<file path="src/rtl/sr_flag_arbiter.sv">
`default_nettype none
// ============================================================================
//  Module   : sr_flag_arbiter
//  Purpose  : Bank of NFLAG set/reset flags shared by NREQ requesters. A
//             round-robin arbiter picks one requester per cycle and applies
//             its set/clear command to the addressed flag. Illegal commands
//             (S=R=1 or an index past the bank) raise a sticky error that
//             records the first offending requester.
//  Revision : 1.0 - initial release
// ============================================================================
module sr_flag_arbiter #(
    parameter int NREQ  = 4,
    parameter int NFLAG = 8,
    parameter int IDXW  = 3
) (
    input  logic                 clk,
    input  logic                 rst,
    input  logic [NREQ-1:0]      req_valid,
    output logic [NREQ-1:0]      req_ready,
    input  logic [NREQ*IDXW-1:0] req_idx,
    input  logic [NREQ-1:0]      req_s,
    input  logic [NREQ-1:0]      req_r,
    output logic [NFLAG-1:0]     flags,
    output logic                 last_gnt_valid,
    output logic [2:0]           last_gnt_id,
    output logic                 err,
    output logic [2:0]           err_id,
    input  logic                 err_clr
);

    // ------------------------------------------------------------------------
    // State
    // ------------------------------------------------------------------------
    logic [2:0]       ptr_q;
    logic [2:0]       ptr_d;
    logic [NFLAG-1:0] flags_q;
    logic [NFLAG-1:0] flags_d;
    logic             last_valid_q;
    logic             last_valid_d;
    logic [2:0]       last_id_q;
    logic [2:0]       last_id_d;
    logic             err_q;
    logic             err_d;
    logic [2:0]       err_id_q;
    logic [2:0]       err_id_d;

    // ------------------------------------------------------------------------
    // Arbitration and winner payload
    // ------------------------------------------------------------------------
    logic            w_found;
    logic [2:0]      w_win;
    logic [NREQ-1:0] w_gnt;
    logic [IDXW-1:0] w_idx;
    logic            w_s;
    logic            w_r;
    logic            w_range_err;
    logic            w_sr_err;
    logic            w_err_evt;
    logic            w_cmd_ok;

    // Scan requesters starting at the pointer; the first valid one wins.
    always_comb begin
        w_found = 1'b0;
        w_win   = 3'd0;
        for (int i = 0; i < NREQ; i++) begin
            for (int j = 0; j < NREQ; j++) begin
                if (!w_found && req_valid[j] &&
                    (((int'(ptr_q) + i) % NREQ) == j)) begin
                    w_found = 1'b1;
                    w_win   = 3'(j);
                end
            end
        end
    end

    // One-hot grant plus a mux of the winner's command fields.
    always_comb begin
        w_gnt = '0;
        w_idx = '0;
        w_s   = 1'b0;
        w_r   = 1'b0;
        for (int j = 0; j < NREQ; j++) begin
            w_gnt[j] = w_found && (w_win == 3'(j));
            if (w_gnt[j]) begin
                w_idx = req_idx[j*IDXW +: IDXW];
                w_s   = req_s[j];
                w_r   = req_r[j];
            end
        end
    end

    assign req_ready = w_gnt;

    // Illegal command classification; either kind blocks the flag write.
    assign w_range_err = (int'(w_idx) >= NFLAG);
    assign w_sr_err    = w_s & w_r;
    assign w_err_evt   = w_found & (w_range_err | w_sr_err);
    assign w_cmd_ok    = w_found & ~w_range_err & ~w_sr_err;

    // ------------------------------------------------------------------------
    // Per-flag next state: only the addressed flag can change in a cycle.
    // ------------------------------------------------------------------------
    for (genvar f = 0; f < NFLAG; f++) begin : g_flag
        logic w_hit;
        assign w_hit = w_cmd_ok && (w_idx == IDXW'(f));
        assign flags_d[f] = !w_hit ? flags_q[f] :
                            w_s    ? 1'b1       :
                            w_r    ? 1'b0       : flags_q[f];
    end

    // Pointer moves just past a winner so it ranks last next time.
    always_comb begin
        ptr_d = ptr_q;
        if (w_found) begin
            ptr_d = (int'(w_win) == NREQ - 1) ? 3'd0 : w_win + 3'd1;
        end
    end

    // Grant history: the id only updates on an actual transfer.
    always_comb begin
        last_valid_d = w_found;
        last_id_d    = w_found ? w_win : last_id_q;
    end

    // Sticky error: first error is kept unless a clear arrives with a new one.
    always_comb begin
        err_d    = err_q;
        err_id_d = err_id_q;
        if (w_err_evt) begin
            if (!err_q || err_clr) begin
                err_d    = 1'b1;
                err_id_d = w_win;
            end
        end else if (err_clr) begin
            err_d    = 1'b0;
            err_id_d = 3'd0;
        end
    end

    // ------------------------------------------------------------------------
    // Registers
    // ------------------------------------------------------------------------

    // Round-robin pointer.
    always_ff @(posedge clk or negedge rst) begin
        if (!rst) begin
            ptr_q <= 3'd0;
        end else begin
            ptr_q <= ptr_d;
        end
    end

    // Flag bank storage.
    always_ff @(posedge clk or negedge rst) begin
        if (!rst) begin
            flags_q <= '0;
        end else begin
            flags_q <= flags_d;
        end
    end

    // Previous-edge transfer report.
    always_ff @(posedge clk or negedge rst) begin
        if (!rst) begin
            last_valid_q <= 1'b0;
            last_id_q    <= 3'd0;
        end else begin
            last_valid_q <= last_valid_d;
            last_id_q    <= last_id_d;
        end
    end

    // Sticky error status.
    always_ff @(posedge clk or negedge rst) begin
        if (!rst) begin
            err_q    <= 1'b0;
            err_id_q <= 3'd0;
        end else begin
            err_q    <= err_d;
            err_id_q <= err_id_d;
        end
    end

    assign flags          = flags_q;
    assign last_gnt_valid = last_valid_q;
    assign last_gnt_id    = last_id_q;
    assign err            = err_q;
    assign err_id         = err_id_q;

endmodule
`default_nettype wire

</file>
<file path="config.mk">
export PLATFORM = sky130hd
export DESIGN_NAME = sr_flag_arbiter
export DESIGN_NICKNAME = d
export VERILOG_FILES = /design/src/rtl/sr_flag_arbiter.sv
export SDC_FILE = /design/constraint.sdc
export NUM_CORES = 1
export LEC_CHECK = 0
export CAP_MARGIN = 40
export CORE_MARGIN = 2
export CORE_UTILIZATION = 30
export DETAILED_ROUTE_END_ITERATION = 8
export RECOVER_POWER = 100
export SLEW_MARGIN = 20
export SYNTH_ARGS = -nofsm -noshare
export SYNTH_HDL_FRONTEND = slang
export SYNTH_SLANG_ARGS = --single-unit
</file>
<file path="constraint.sdc">
create_clock -name clk -period 3.8 [get_ports clk]
set_clock_uncertainty 0.15 [all_clocks]
set_input_delay 0.76 -clock clk [delete_from_list [all_inputs] [get_ports clk]]
set_output_delay 0.76 -clock clk [all_outputs]
set_load 0.05 [all_outputs]
</file>
After elaboration in Yosys (flattened, before gate mapping)
Index checks and enable logic that the tools add are counted.
- reductions and logical operators: 80
- bitwise gates (word level): 7
- muxes and demuxes: 52
- eq/ne operators: 24
- add/sub/neg operators: 4
- operator list (operator ; count):
    32-bit zero test ; 4
    3-bit 2-to-1 mux ; 18
    1-bit logical AND ; 43
    3-bit equality test, second input constant ; 11
    1-bit 2-to-1 mux ; 30
    3-bit by 2-bit equality test with 1-bit output, second input constant ; 7
    2-bit AND reduction ; 9
    1-bit zero test ; 16
    2-bit 2-to-1 mux ; 4
    3-bit by 1-bit equality test with 1-bit output, second input constant ; 2
    3-bit zero test ; 2
    2-bit OR reduction ; 3
    2-bit by 1-bit adder with 2-bit output, second input constant ; 2
    2-bit adder, second input constant ; 2
    2-bit equality test, second input constant ; 2
    2-bit nonzero test ; 2
    1-bit AND ; 3
    1-bit AND, first input constant ; 3
    2-bit by 1-bit equality test with 1-bit output, second input constant ; 1
    2-bit by 1-bit != test with 1-bit output, second input constant ; 1
    1-bit logical OR ; 1
    1-bit NOT ; 1
- input port bits: 27
- register bits after elaboration: 18
- output and inout bits: 20
- logic and storage cells: 180

Longest topological paths before layout
- word-level depth: 74
- mapped depth: 13
- gate-level depth less buffers: 13

Worst setup path before layout
OpenSTA, ideal clock, no wires.
- kind: input -> register
- start: input port req_valid[0]
- end: register flags_q[5], in the netlist flags[5]
- stages: 11
- arrival: 3195 ps
- path buffers: 0
- required time: 3546 ps
- path slack: 351 ps
- library setup time: 104 ps
- path through: nor2b_1 > o31ai_1 > nor2b_1 > inv_1 > ha_1 > and2_1 > and2_1 > a221oi_2 > o21ai_2 > or3_4 > a221oi_1
- longest elaborated chain between the ends: 73
- elaborated cells between the ends (all ways): 105
- classes of those cells: eq/ne (4); mux (44); bitwise (3); reduce/logical (54)
- RTL lines (item ; RTL line ; RTL):
    from (decl) ; 18 ; input logic [NREQ-1:0] req_valid,
    1-bit logical AND ; 67 ; if (!w_found && req_valid[j] &&
    1-bit 2-to-1 mux ; 67 ;
    1-bit zero test ; 67 ;
    1-bit logical AND (2 in a row) ; 67 ;
    1-bit 2-to-1 mux ; 67 ;
    1-bit zero test ; 67 ;
    1-bit logical AND (2 in a row) ; 67 ;
    1-bit 2-to-1 mux ; 67 ;
    [52 not listed] ; n/a ;
    via w_win[0] ; 51 ; logic [2:0] w_win;
    [1 not listed] ; n/a ;
    1-bit logical AND * ; 83 ; w_gnt[j] = w_found && (w_win == 3'(j));
    via req_ready[0] ; 19 ; output logic [NREQ-1:0] req_ready,
    1-bit 2-to-1 mux (4 in a row) ; 84 ; if (w_gnt[j]) begin
    1-bit AND ; 96 ; assign w_sr_err = w_s & w_r;
    1-bit NOT ; 98 ; assign w_cmd_ok = w_found & ~w_range_err & ~w_sr_err;
    1-bit AND ; 98 ;
    1-bit logical AND ; 105 ; assign w_hit = w_cmd_ok && (w_idx == IDXW'(f));
    2-bit AND reduction (no line) ; n/a ;
    to (signal assigned) ; 158 ; flags_q <= flags_d;
    to (decl) ; 36 ; logic [NFLAG-1:0] flags_q;
Mark *: on every way through the listed nets, which the timed path passes. The rest lies on a longest branch.
A chain may end at the register's enable or synchronous reset.

Final worst setup path
- start: input port req_valid[1]
- end: register flags_q[3], in the netlist flags[3]
- longest elaborated chain between the ends: 70
- elaborated cells between the ends (all ways): 102
- classes of those cells: eq/ne (4); mux (43); bitwise (3); reduce/logical (52)
- RTL lines (item ; RTL line):
    1-bit logical AND (2 in a row) ; 67
    1-bit 2-to-1 mux ; 67
    1-bit zero test ; 67
    1-bit logical AND (2 in a row) ; 67
    1-bit 2-to-1 mux ; 67
    1-bit zero test ; 67
    1-bit logical AND (2 in a row) ; 67
    1-bit 2-to-1 mux ; 67
    [48 not listed] ; n/a
    via w_win[0] ; 51
    3-bit zero test ; 83
    1-bit logical AND ; 83
    1-bit 2-to-1 mux (4 in a row) ; 84
    1-bit AND ; 96
    1-bit NOT ; 98
    1-bit AND ; 98
    1-bit logical AND ; 105
    2-bit AND reduction (no line) ; n/a
Marked as above.

==> insert_results.sql <==
INSERT INTO impl_metrics (metric_group, metric, value, unit) VALUES
('status', 'run_status', 'completed', ''),
('global_route', 'global_route.usage.total', '16.1', '%'),
('worst_setup_path', 'critPathBufInv', '3', ''),
('global_route', 'grt_antenna_before_repair', '0', ''),
('cts', 'clock-sinks', '16', ''),
('worst_setup_path', 'cp_data_arrival_time', '3.58', 'ns'),
('worst_setup_path', 'cp.required', '3.78', 'ns'),
('cts', 'cts_htree_levels', '1', ''),
('global_route', 'grt_first_pass_wirelength', '5.68', 'mm'),
('place', 'finalWeightedCongestion', '0.876', ''),
('worst_setup_path', 'critical_path.max_fanout', '6', ''),
('cells_and_area', 'final_cell_mix', '25 x sky130_fd_sc_hd__clkdlybuf4s50_1, 16 x sky130_fd_sc_hd__dfrtp_1, 15 x sky130_fd_sc_hd__dlygate4sd3_1', ''),
('run', 'max-cap-violations', '0', ''),
('synth', 'synth.largest_area_cell', 'sky130_fd_sc_hd__dfrtp_1', ''),
('pwr', 'total_leakage_power', '0.830', 'nW'),
('sta', 'hold_viol_final', '0', ''),
('synth', 'synth_edf_count', '0', ''),
('cells_and_area', 'drive_gt1_share', '16.6', '%'),
('pwr', 'pwr-share-clk', '8.6', '%'),
('detailed_routing', 'drc_errors', '0', ''),
('die', 'pin_count', '47', ''),
('pwr', 'p_sw', '0.000720', 'W'),
('sta', 'transition_time_of_the_tightest_slew_check_pin', '0.744', 'ns'),
('worst_setup_path', 'r2r.worst_path.cells', '10', ''),
('sta', 'rsz0062_at_grt', 'no', ''),
('cells_and_area', 'antennaDiodeCount', '0', ''),
('worst_setup_path', 'delay_of_the_slowest_cell_on_the_worst_path', '0.52', 'ns'),
('synth', 'netlist_area', '0.00121', 'sq mm'),
('pwr', 'power_frac_comb', '71.0', '%'),
('worst_setup_path', 'regToRegStartpoint', 'ptr_q[1]', ''),
('detailed_routing', 'wl_per_cell', '13.9', 'um'),
('hold_path', 'hold_end', 'err_id[0]', ''),
('pwr', 'power.switching_fraction', '50.8', '%'),
('detailed_routing', 'vias', '1279', ''),
('worst_setup_path', 'critPathLaunch', 'req_valid[1]', ''),
('synth', 'number_of_warnings_printed_during_yosys_synthesis', '0', ''),
('die', 'die_h', '67.5', 'um'),
('die', 'die_area', '0.00455', 'sq mm'),
('detailed_routing', 'drtAntennaViolNets', '0', ''),
('cells_and_area', 'fin_cells', '255', ''),
('synth', 'postSynthRegisterBits', '16', ''),
('die', 'floorplan.die.width', '67.5', 'um'),
('pwr', 'vdd_drop_max', '419', 'uV'),
('cts', 'worstSkewPairLatency', '0.24', 'ns'),
('die', 'site_row_count', '23', ''),
('sta', 'slew_headroom', '50.2', '%'),
('synth', 'post-synth-top-area-fraction', '33.1', '%'),
('pwr', 'power_per_cell_area', '768', 'mW/mm^2'),
('sta', 'max_slew_violation_count', '0', ''),
('cts', 'tritoncts', 'yes', ''),
('place', 'hpwlAfterDp', '2.78', 'mm'),
('hold_path', 'timing.hold.worst_path_depth', '1', ''),
('cts', 'cts_buffers', '3', ''),
('global_route', 'grt_max_degree', '17', ''),
('global_route', 'grt_pass1_vias', '1248', ''),
('worst_setup_path', 'worst-r2r-setup-slack', '0.73', 'ns'),
('worst_setup_path', 'critPathSlowestCell', 'sky130_fd_sc_hd__clkdlybuf4s50_1', ''),
('cells_and_area', 'syn_to_final_growth', '52.6', '%'),
('synth', 'postSynth.topFlopCell', 'sky130_fd_sc_hd__dfrtp_1', ''),
('cells_and_area', 'mostFrequentLayoutCell', 'sky130_fd_sc_hd__clkdlybuf4s50_1', ''),
('cts', 'cts_hold_repair.buffers', '0', ''),
('sta', 'max_freq', '277', 'MHz'),
('hold_path', 'hp-class', 'register to register', ''),
('detailed_routing', 'wirelength', '3.54', 'mm'),
('worst_setup_path', 'timing.critical_path.cells', 'clkdlybuf4s50_1 -> clkbuf_1 -> a21oi_1 -> nor2b_2 -> inv_1 -> ha_1 -> and3_1 -> mux2_4 -> o21a_1 -> or3_4 -> o31ai_1 -> o2bb2a_1', ''),
('hold_path', 'worstHoldStart', 'err_id[0]', ''),
('sta', 'min_period_over_period', '94.9', '%'),
('die', 'initial_core_util', '30.7', '%'),
('detailed_routing', 'initialDrtViolationCount', '67', ''),
('cts', 'cts-root-buf', 'sky130_fd_sc_hd__clkbuf_8', ''),
('cells_and_area', 'final_util', '46.8', '%');
==> through the flow <==
stage	power, W	area (sq um)	setup TNS [ns]	hold slack (ns)	worst slack (ns)
after global placement	0.00132	1830	0	0.336	0.000272
after detailed placement	0.00134	1830	-0.128	0.350	-0.0849
after floorplan	0.000959	1210	0	0.314	0.351
after CTS	0.00147	1870	0	0.371	0.164
after global routing	0.00154	1840	0	0.389	0.0155
final	0.00142	1840	0	0.352	0.193
==> worst max-delay path by stage <==
stage	endpoint	slack [ns]	depth (start not counted)
5_1_grt	flags[3]	0.02	12
6_report	flags[3]	0.19	12
3_3_place_gp	flags[3]	0.0003	12
3_5_place_dp	flags[3]	-0.08	12
4_1_cts	req_ready[3]	0.16	11
2_1_floorplan	flags[5]	0.35	11
==> logic make-up (layout without fill, tap and decap cells) <==
logic type	count (synthesis)	after routing	share of synthesized area [%]
buffers and inverters	18	78	6.62
AO/OA/AOI/OAI	54	54	31.5
adder cells (fa/ha/maj)	2	2	2.07
other	1	2	0.310
flip-flops	16	16	33.1
multiplexers	5	5	4.76
AND/OR/NAND/NOR	48	48	21.6
==> worst reg2reg max path: stages (launching register included) <==
cell and delay (ns):
sky130_fd_sc_hd__dfrtp_1 0.51, sky130_fd_sc_hd__o31ai_2 0.31, sky130_fd_sc_hd__nor2b_2 0.20, sky130_fd_sc_hd__inv_1 0.05, sky130_fd_sc_hd__ha_1 0.23, sky130_fd_sc_hd__and3_1 0.17, sky130_fd_sc_hd__mux2_4 0.26, sky130_fd_sc_hd__o21a_1 0.20
sky130_fd_sc_hd__or3_4 0.41, sky130_fd_sc_hd__o31ai_1 0.24, sky130_fd_sc_hd__o2bb2a_1 0.24
==> Yosys cell counts (3+ instances only) <==
cell,number
sky130_fd_sc_hd__nor2_1,10
sky130_fd_sc_hd__dfrtp_1,16
sky130_fd_sc_hd__a221oi_1,4
sky130_fd_sc_hd__nand2_1,11
sky130_fd_sc_hd__and3_1,5
sky130_fd_sc_hd__buf_4,3
sky130_fd_sc_hd__and2_1,3
sky130_fd_sc_hd__o21a_1,3
sky130_fd_sc_hd__a21oi_1,11
sky130_fd_sc_hd__o31ai_1,4
sky130_fd_sc_hd__inv_1,14
sky130_fd_sc_hd__o22ai_1,4
sky130_fd_sc_hd__nand2b_1,7
sky130_fd_sc_hd__o21ai_0,10
==> power groups by stage <==
stage | clock (W) | sequential [W] | combinational (W)
4_1_cts | 0.000128 | 0.000290 | 0.00105
2_1_floorplan | 0 | 0.000453 | 0.000506
3_5_place_dp | 0 | 0.000292 | 0.00105
6_report | 0.000122 | 0.000289 | 0.00101
5_1_grt | 0.000138 | 0.000299 | 0.00110
3_3_place_gp | 0 | 0.000290 | 0.00103
==> final cells by class <==
cell class              count  area [sq um]  share of cell area [%]
clock buffers               3          41.3                    2.24
inverters                  14          52.6                    2.85
multi-input cells         111           749                    40.6
flip-flops and latches     16           400                    21.7
well taps                  50          62.6                    3.39
repair buffers             61           538                    29.2
==> per-layer routing <==
metal / global-route usage, % / wire [um]
met4: 5.61 / 32
met1: 22.3 / 1720
met5: 0 / 0
met2: 25.6 / 1600
met3: 2.17 / 186
==> state kept, by name, indices dropped and copies added, names as in the netlist <==
register,count
flags,8
err_id,2
last_gnt_id,2
ptr_q,2
err,1
last_gnt_valid,1
==> repair_timing <==
item / in CTS / in global routing
endpoints found under the setup margin: 0 / 2
resized for setup: 0 / 4
buffers inserted: 0 / 0
No activity file was read; power rests on OpenSTA's default activity.
